File: src/rtl/sdram_mem_tester.sv
// Host-side SDRAM traffic generator: writes a pattern window, reads it back, checks it.
// Optional MEMTEST_LFSR_EN swaps the address-derived pattern for an LFSR sequence.
module sdram_mem_tester #(
    parameter int                     HADDR_WIDTH     = 24,
    parameter logic [HADDR_WIDTH-1:0] START_ADDR      = HADDR_WIDTH'(24'h000000),
    parameter logic [HADDR_WIDTH-1:0] END_ADDR        = HADDR_WIDTH'(24'h0000FF),
    parameter int                     MAX_OUTSTANDING = 4,
    parameter logic [15:0]            PATTERN_XOR     = 16'hA5A5,
    parameter logic [15:0]            SEED            = 16'hACE1
) (
    input  logic                   clk,
    input  logic                   rst,
    input  logic                   start,
    input  logic                   busy,
    output logic [HADDR_WIDTH-1:0] haddr,
    output logic                   wr_enable,
    output logic [15:0]            wr_data,
    output logic                   rd_enable,
    input  logic [15:0]            rd_data,
    input  logic                   rd_rdy,
    output logic                   rd_ack,
    output logic                   done,
    output logic                   pass,
    output logic [15:0]            err_count,
    output logic [HADDR_WIDTH-1:0] first_err_addr
);

    typedef enum logic [1:0] {IDLE, WRITE, READ, DONE} state_t;

    state_t                 state_q, state_d;
    logic [HADDR_WIDTH-1:0] iss_addr_q, iss_addr_d;
    logic [HADDR_WIDTH-1:0] chk_addr_q, chk_addr_d;
    logic [HADDR_WIDTH-1:0] haddr_q, haddr_d;
    logic [HADDR_WIDTH-1:0] first_err_q, first_err_d;
    logic [15:0]            wr_data_q, wr_data_d;
    logic [15:0]            err_q, err_d;
    logic [3:0]             outst_q, outst_d;
    logic                   issue_done_q, issue_done_d;
    logic                   done_q, done_d;
    logic                   pass_q, pass_d;
    logic                   ret;
    logic [15:0]            expect_data;

`ifdef MEMTEST_LFSR_EN
    localparam logic [15:0] SEED_EFF = (SEED == 16'h0000) ? 16'h0001 : SEED;

    logic [15:0] wr_lfsr_q, wr_lfsr_d;
    logic [15:0] chk_lfsr_q, chk_lfsr_d;

    function automatic logic [15:0] lfsr_step(input logic [15:0] l);
        return {l[14:0], l[15] ^ l[13] ^ l[12] ^ l[10]};
    endfunction

    assign expect_data = chk_lfsr_q;
`else
    function automatic logic [15:0] pattern(input logic [HADDR_WIDTH-1:0] a);
        return a[15:0] ^ PATTERN_XOR;
    endfunction

    assign expect_data = pattern(chk_addr_q);
`endif

    always_comb begin
        state_d      = state_q;
        iss_addr_d   = iss_addr_q;
        chk_addr_d   = chk_addr_q;
        haddr_d      = haddr_q;
        first_err_d  = first_err_q;
        wr_data_d    = wr_data_q;
        err_d        = err_q;
        outst_d      = outst_q;
        issue_done_d = issue_done_q;
        done_d       = done_q;
        pass_d       = pass_q;
        wr_enable    = 1'b0;
        rd_enable    = 1'b0;
        rd_ack       = rd_rdy;
        ret          = 1'b0;
`ifdef MEMTEST_LFSR_EN
        wr_lfsr_d    = wr_lfsr_q;
        chk_lfsr_d   = chk_lfsr_q;
`endif
        unique case (state_q)
            IDLE, DONE: begin
                if (start) begin
                    state_d     = WRITE;
                    iss_addr_d  = START_ADDR;
                    chk_addr_d  = START_ADDR;
                    err_d       = '0;
                    first_err_d = '0;
                    done_d      = 1'b0;
                    pass_d      = 1'b0;
`ifdef MEMTEST_LFSR_EN
                    wr_lfsr_d   = SEED_EFF;
`endif
                end
            end
            WRITE: begin
                if (!busy) begin
                    wr_enable = 1'b1;
                    if (iss_addr_q == END_ADDR) begin
                        state_d      = READ;
                        iss_addr_d   = START_ADDR;
                        issue_done_d = 1'b0;
                        outst_d      = '0;
`ifdef MEMTEST_LFSR_EN
                        chk_lfsr_d   = SEED_EFF;
`endif
                    end else begin
                        iss_addr_d = iss_addr_q + 1'b1;
`ifdef MEMTEST_LFSR_EN
                        wr_lfsr_d  = lfsr_step(wr_lfsr_q);
`endif
                    end
                end
            end
            READ: begin
                if (!busy && !issue_done_q && (outst_q < 4'(MAX_OUTSTANDING))) begin
                    rd_enable = 1'b1;
                    if (iss_addr_q == END_ADDR) begin
                        issue_done_d = 1'b1;
                    end else begin
                        iss_addr_d = iss_addr_q + 1'b1;
                    end
                end
                // Data arriving with nothing outstanding is stray and ignored.
                if (rd_rdy && (outst_q != 4'd0)) begin
                    ret = 1'b1;
                    if (rd_data != expect_data) begin
                        if (err_q != 16'hFFFF) begin
                            err_d = err_q + 16'd1;
                        end
                        if (err_q == 16'h0000) begin
                            first_err_d = chk_addr_q;
                        end
                    end
                    if (chk_addr_q == END_ADDR) begin
                        state_d = DONE;
                        done_d  = 1'b1;
                        pass_d  = (err_d == 16'h0000);
                    end else begin
                        chk_addr_d = chk_addr_q + 1'b1;
`ifdef MEMTEST_LFSR_EN
                        chk_lfsr_d = lfsr_step(chk_lfsr_q);
`endif
                    end
                end
                outst_d = outst_q + {3'b000, rd_enable} - {3'b000, ret};
            end
            default: state_d = IDLE;
        endcase

        // haddr/wr_data are registered copies of the next issue slot.
        if (state_d == WRITE || state_d == READ) begin
            haddr_d = iss_addr_d;
        end
        if (state_d == WRITE) begin
`ifdef MEMTEST_LFSR_EN
            wr_data_d = wr_lfsr_d;
`else
            wr_data_d = pattern(iss_addr_d);
`endif
        end
    end

    always_ff @(posedge clk) begin
        if (rst) begin
            state_q      <= IDLE;
            iss_addr_q   <= '0;
            chk_addr_q   <= '0;
            haddr_q      <= '0;
            first_err_q  <= '0;
            wr_data_q    <= '0;
            err_q        <= '0;
            outst_q      <= '0;
            issue_done_q <= 1'b0;
            done_q       <= 1'b0;
            pass_q       <= 1'b0;
`ifdef MEMTEST_LFSR_EN
            wr_lfsr_q    <= '0;
            chk_lfsr_q   <= '0;
`endif
        end else begin
            state_q      <= state_d;
            iss_addr_q   <= iss_addr_d;
            chk_addr_q   <= chk_addr_d;
            haddr_q      <= haddr_d;
            first_err_q  <= first_err_d;
            wr_data_q    <= wr_data_d;
            err_q        <= err_d;
            outst_q      <= outst_d;
            issue_done_q <= issue_done_d;
            done_q       <= done_d;
            pass_q       <= pass_d;
`ifdef MEMTEST_LFSR_EN
            wr_lfsr_q    <= wr_lfsr_d;
            chk_lfsr_q   <= chk_lfsr_d;
`endif
        end
    end

    assign haddr          = haddr_q;
    assign wr_data        = wr_data_q;
    assign err_count      = err_q;
    assign first_err_addr = first_err_q;
    assign done           = done_q;
    assign pass           = pass_q;

endmodule

File: config.mk
export PLATFORM = sky130hd
export DESIGN_NAME = sdram_mem_tester
export DESIGN_NICKNAME = d
export VERILOG_FILES = /design/src/rtl/sdram_mem_tester.sv
export SDC_FILE = /design/constraint.sdc
export NUM_CORES = 1
export LEC_CHECK = 0
export ABC_AREA = 1
export ABC_CLOCK_PERIOD_IN_PS = 2600
export CAP_MARGIN = 10
export CORE_ASPECT_RATIO = 1.4
export CORE_MARGIN = 2
export CORE_UTILIZATION = 45
export CTS_BUF_LIST = sky130_fd_sc_hd__clkbuf_8
export DETAILED_ROUTE_END_ITERATION = 8
export PLACE_DENSITY = 0.7
export SYNTH_ARGS = -nofsm -noshare
export SYNTH_HDL_FRONTEND = slang
export SYNTH_SLANG_ARGS = --single-unit
File: constraint.sdc
create_clock -name clk -period 2.6 [get_ports clk]
set_input_delay 0.39 -clock clk [delete_from_list [all_inputs] [get_ports clk]]
set_output_delay 0.39 -clock clk [all_outputs]
set_load 0.01 [all_outputs]
# After elaboration in Yosys (flattened, before gate mapping)
# Cells that the tools add are included.
[word_totals]
mem_bits_rw = 0
mem_count = 0
inputBits = 21
register_bits = 137
latch_bits = 0
rom_bits = 0
out_inout_bits = 85
[op_classes]
eq_ne = 19
shift = 0
order_cmp = 1
reduce_logical = 19
div_mod_pow = 0
muxes = 49
bitwise_logic = 2
add_sub_neg = 5
mul = 0
[ops]
columns = ["op", "count"]
rows = [
  ["$mux W24", 11],
  ["$mux W16", 6],
  ["$pmux W24 S2", 2],
  ["$pmux W24 S3", 1],
  ["$add A24 B1 Y24 const B", 2],
  ["$eq A24 B8 Y1 const B", 2],
  ["$logic_not A16 Y1", 2],
  ["$pmux W16 S2", 1],
  ["$ne A2 B2 Y1 const B", 10],
  ["$add A16 B1 Y16 const B", 1],
  ["$mux W1", 16],
  ["$ne A16 B16 Y1", 1],
  ["$ne A16 B16 Y1 const B", 1],
  ["$not A8 Y8", 2],
  ["$mux W2", 5],
  ["$reduce_and A5 Y1", 2],
  ["$mux W4", 2],
  ["$pmux W4 S2", 1],
  ["$reduce_and A4 Y1", 2],
  ["$eq A2 B2 Y1 const B", 3],
  ["$pmux W1 S2", 3],
  ["$pmux W2 S3", 1],
  ["$reduce_and A3 Y1", 2],
  ["$add A4 B1 Y4", 1],
  ["10 further kinds", 15],
]

# Depth between registers and ports, before layout
[logic_depth]
word_depth = 9
mapped_depth = 17
mapped_depth_nobuf = 16

# Worst setup path before layout
# No wires, ideal clock.
[synth_path]
path_kind = "flip-flop to flip-flop"
start = "register state_q[0]"
end = "register haddr_q[3] (netlist: haddr[3])"
synth_period_minus_slack_ns = 2.698
slack_ns = -0.098
path_buffers = 4
path_stages_with_launch = 16
t_arrival_ns = 2.583
setup_time_ns = 0.115
path_cell_list = "dfxtp_1 > inv_1 > ha_1 > buf_2 > inv_1 > nor2_2 > buf_2 > clkbuf_1 > a32oi_1 > ha_1 > clkinv_1 > clkbuf_1 > nor2_1 > nor2_1 > o21ai_0 > inv_1"
[synth_via]
elab_chain_cells = 5
word_cells_on_any_way = 15
classes_between = "5 x eq/ne; 7 x mux; 3 x reduce/logical"
[synth_lines]
columns = ["element", "line_no", "rtl"]
rows = [
  ["start, declared", "30", "state_t state_q, state_d;"],
  ["start signal, assigned", "184", "state_q <= state_d;"],
  ["$eq A2 B2 Y1 (tied with other cells)", "83", "unique case (state_q)"],
  ["$reduce_or A2 Y1 (tied with other cells)", "83", ""],
  ["$pmux W2 S3", "83", ""],
  ["$eq A2 B1 Y1 / $eq A2 B2 Y1 (equally long branches)", "154", "if (state_d == WRITE || state_d == READ) begin"],
  ["$logic_or A1 B1 Y1", "154", ""],
  ["end signal, assigned", "187", "haddr_q <= haddr_d;"],
  ["end, declared", "33", "logic [HADDR_WIDTH-1:0] haddr_q, haddr_d;"],
]
# Parallel ways exist; a longest one is shown, timed or not.
# A chain may end at the register's enable or synchronous reset.

# Worst setup path after layout
[layout_path]
start = "register state_q[0]"
end = "register chk_addr_q[12]"
[layout_via]
elab_chain_cells = 4
word_cells_on_any_way = 10
classes_between = "5 x eq/ne; 1 x mux; 4 x reduce/logical"
[layout_lines]
columns = ["element", "line_no", "rtl"]
rows = [
  ["$eq A2 B2 Y1 / $logic_not A2 Y1 (equally long branches)", "83", ""],
  ["$reduce_or A2 Y1", "83", ""],
  ["$ne A2 B2 Y1 (no source line) / $reduce_bool A2 Y1 (equally long branches)", "-", ""],
  ["$reduce_and A4 Y1 (no source line)", "-", ""],
  ["end signal, assigned", "186", "chk_addr_q <= chk_addr_d;"],
  ["end, declared", "32", "logic [HADDR_WIDTH-1:0] chk_addr_q, chk_addr_d;"],
]
# Parallel ways exist; a longest one is shown, timed or not.

==> metrics.md <==
| Metric | Value |
|---|---|
| Status | finished clean |
| Fin Hold WS | 392 ps |
| Tmin final | 2430 ps |
| Syn_nets | 1241 |
| Post-Synth Adder-Cell Area | 2.34% |
| Setup ws final | 170 ps |
| Arr. time, crit path | 2790 ps |
| Final setup viols | 0 |
| WP data required | 2960 ps |
| Synth Area in Compound Gates | 16.9% |
| Yosys cell types | 48 |
| CTS tree | built |
| F_max | 0.411 GHz |
| Synth Flop Type | dfxtp_1 |
| CP Capture Type | register |
| Startpoint Class | register |
| CTS Hold Buffers Added | 0 |
| Grt total ovfl | 0 |
| Vias in the first global route | 7583 |
| # clock sinks | 137 |
| CTS HTree Levels | 4 |
| Max_slew headroom | 43.4% |
| First-pass GRT wire length | 36400 um |
| Final hold vios | 0 |
| Later-pin clock latency in the skew report | 470 ps |
| Post-synthesis mux area share | 0% |
| Residual DRC | 0 |
| Routed len/inst | 13.7 um |
| DIE WIDTH | 115 um |
| Max_cap viols | 0 |
| Pin count of the biggest net entering global routing | 78 |
| Final max-slew violation count | 0 |
| DP Wirelength | 15700 um |
| Clock skew | 12.6 ps |
| Synthesized flop and latch total | 137 |
| Async SR Flop Fraction | 0% |
| Final ANT Viol Nets | 0 |
| Gr usage total | 24.3% |
| Port Buf Inserts | 105 |
| Die height | 160 um |
| Sequential element share of the synthesized area | 35.1% |
| Area grow syn2layout | 24.8% |
| Synthesized cell area | 7820 um^2 |
| Area of the multi-input gates | 4250 um^2 |
| Ant diodes | 0 |
| Clk buf depth | 2 |
| Synthesized instance count | 1206 |
| Root Buffer | clkbuf_8 |
| CP max FO | 9 |
| Worst vdd ir | 0.000385 V |
| Storage cell area | 2750 um^2 |
| Hold WC Path Type | in2reg |
| Xor and xnor area share after synthesis | 1.46% |
| Largest family of logic cells by synthesized area | simple AND/OR/NAND/NOR gates |
| Core area | 17200 um^2 |
| Final Cycle Share | 93.5% |
| Slew @ Worst Pin | 849 ps |
| Placed Instances | 1544 |
| Share of layout cells above drive strength 1 | 11.0% |
| Fin cells | 1579 |
| Placer Congestion | 0.964 |
| Unrepaired setup endpoints after global routing | true |
| Crit Path Category | reg2reg |
| Row count | 57 |
| Cell area power density | 534 nW/um^2 |
| Total CTS buffers | 17 |
| Filler cells | 1670 |
| Starting Density | 45.5% |
| Number of synthesized flops with an enable pin | 0 |
| Initial DRC Count | 502 |
| Simple-Gate Fraction of Synth Area | 33.4% |
| Area of the die | 18500 um^2 |
| Initial antenna violation count | 0 |
| Routed vias | 8045 |
| DR pass1 iterations | 5 |
| DP Worst Slack | 8.64 ps |
| Clock slew seen by the registers of the worst setup and hold paths | 90 ps |
| Post-layout nets | 1365 |
| Leakage | 0.00405 uW |
| Setup TNS | 0 ps |
| Vias per Instance | 5.09 |
| I/O pin count | 106 |
| Synthesized area per cell | 6.48 um^2 |
| Drt total wl | 21600 um |
| Yosys warns | 0 |
-- power by group --
part	switching [uW]	internal (uW)
clock network	921	980
registers	70.5	2220
logic	539	479
total	1530	3680
-- worst max-delay path, cell delays in order, from the launching register on --
cell,delay [ps]
dfxtp_1,360
inv_1,70
ha_2,280
inv_1,280
nor2_2,100
buf_4,170
nor2_2,130
inv_2,80
nor2_8,190
nand2_2,110
nor2_4,210
nand2_1,90
o21ai_0,190
a21oi_1,60
-- cells in the mapped netlist, types with 3 or more instances --
library cell,n,area (um^2)
a22oi_1,5,37.5
a211oi_1,5,37.5
nor2_2,8,50.1
inv_1,132,495
nor2_1,181,679
ha_1,13,163
nor3_1,18,90.1
nor2_4,4,45.0
xor2_1,11,96.3
buf_6,6,67.6
o22ai_1,3,18.8
o211ai_1,6,45.0
o21ai_2,3,26.3
clkbuf_1,26,97.6
nand3_1,72,360
nor4_1,3,18.8
o21ai_1,28,140
buf_4,3,22.5
nand4_1,26,163
nand2_2,7,43.8
and2_1,6,37.5
buf_2,11,55.1
dfxtp_1,137,2740
a21oi_2,3,26.3
a21oi_1,72,360
nand2_1,268,1010
o21ai_0,76,380
inv_2,24,90.1
o21a_1,24,180
-- registers in the layout, summed over array words and instances (netlist names) --
register / count
wr_data: 16
haddr: 24
issue_done_q: 1
done: 1
chk_addr_q: 24
first_err_addr: 24
iss_addr_q: 24
err_count: 16
state_q: 2
outst_q: 4
pass: 1
-- per-stage QoR --
step	power, uW	util [%]	cell area (um^2)
4_1_cts	5240	56.5	9710
2_1_floorplan	2900	-	7820
6_report	5210	56.8	9760
3_3_place_gp	3340	54.0	9290
5_1_grt	5460	56.8	9760
3_5_place_dp	3350	54.0	9290
-- logic make-up after synthesis --
| family | Yosys count |
|---|---|
| buffers and inverters | 206 |
| flip-flops | 137 |
| AND/OR/NAND/NOR | 603 |
| XOR/XNOR | 13 |
| adder cells (fa/ha/maj) | 14 |
| AO/OA/AOI/OAI | 233 |
-- final timing paths --
kind | start | to | slack, ps | depth (start not counted)
max | state_q[0]$_SDFF_PP0_ | chk_addr_q[12]$_SDFFE_PP0P_ | 170 | 13
min | rst | chk_addr_q[4]$_SDFFE_PP0P_ | 390 | 4
max reg2reg | state_q[0]$_SDFF_PP0_ | chk_addr_q[12]$_SDFFE_PP0P_ | 170 | 13
min reg2reg | outst_q[3]$_SDFFE_PP0P_ | outst_q[3]$_SDFFE_PP0P_ | 470 | 2
-- per-layer routing --
| metal | global-route usage, % | vias to the layer above | routed length [um] |
|---|---|---|---|
| met1 | 29.5 | 3640 | 9120 |
| met4 | 8.60 | 0 | 603 |
| met3 | 5.12 | 52 | 1030 |
| li1 | - | 4143 | - |
| met5 | 0 | - | 0 |
| met2 | 41.9 | 210 | 10800 |
-- area by class of cell --
class / count / share of cell area (%)
repair buffers: 153 / 14.9
clock buffers: 18 / 2.54
well taps: 236 / 3.03
clock inverters: 14 / 1.73
inverters: 158 / 6.09
flip-flops and latches: 137 / 28.2
multi-input cells: 863 / 43.6
-- what timing repair did --
item,CTS,global route
setup buffers,0,3
setup endpoints to repair,0,41
hold endpoints to repair,0,0
gates resized for setup,0,14
-- cell usage in the layout, fill, tap and decap left out, types with 5 or more instances in the layout --
| cell | count |
|---|---|
| o21a_1 | 24 |
| a22oi_1 | 5 |
| ha_1 | 10 |
| clkdlybuf4s50_1 | 103 |
| nand2_2 | 7 |
| nor2_4 | 5 |
| o21ai_1 | 29 |
| xor2_1 | 11 |
| a21oi_1 | 72 |
| dfxtp_1 | 132 |
| clkbuf_8 | 18 |
| nor2_1 | 181 |
| a211oi_1 | 5 |
| nand2_1 | 268 |
| o211ai_1 | 6 |
| dfxtp_2 | 5 |
| nor3_1 | 18 |
| and2_1 | 6 |
| buf_4 | 44 |
| o21ai_0 | 75 |
| inv_2 | 25 |
| nor2_2 | 7 |
| inv_1 | 133 |
| nand4_1 | 26 |
| nand3_1 | 72 |
No activity file was read; power rests on OpenSTA's default activity.
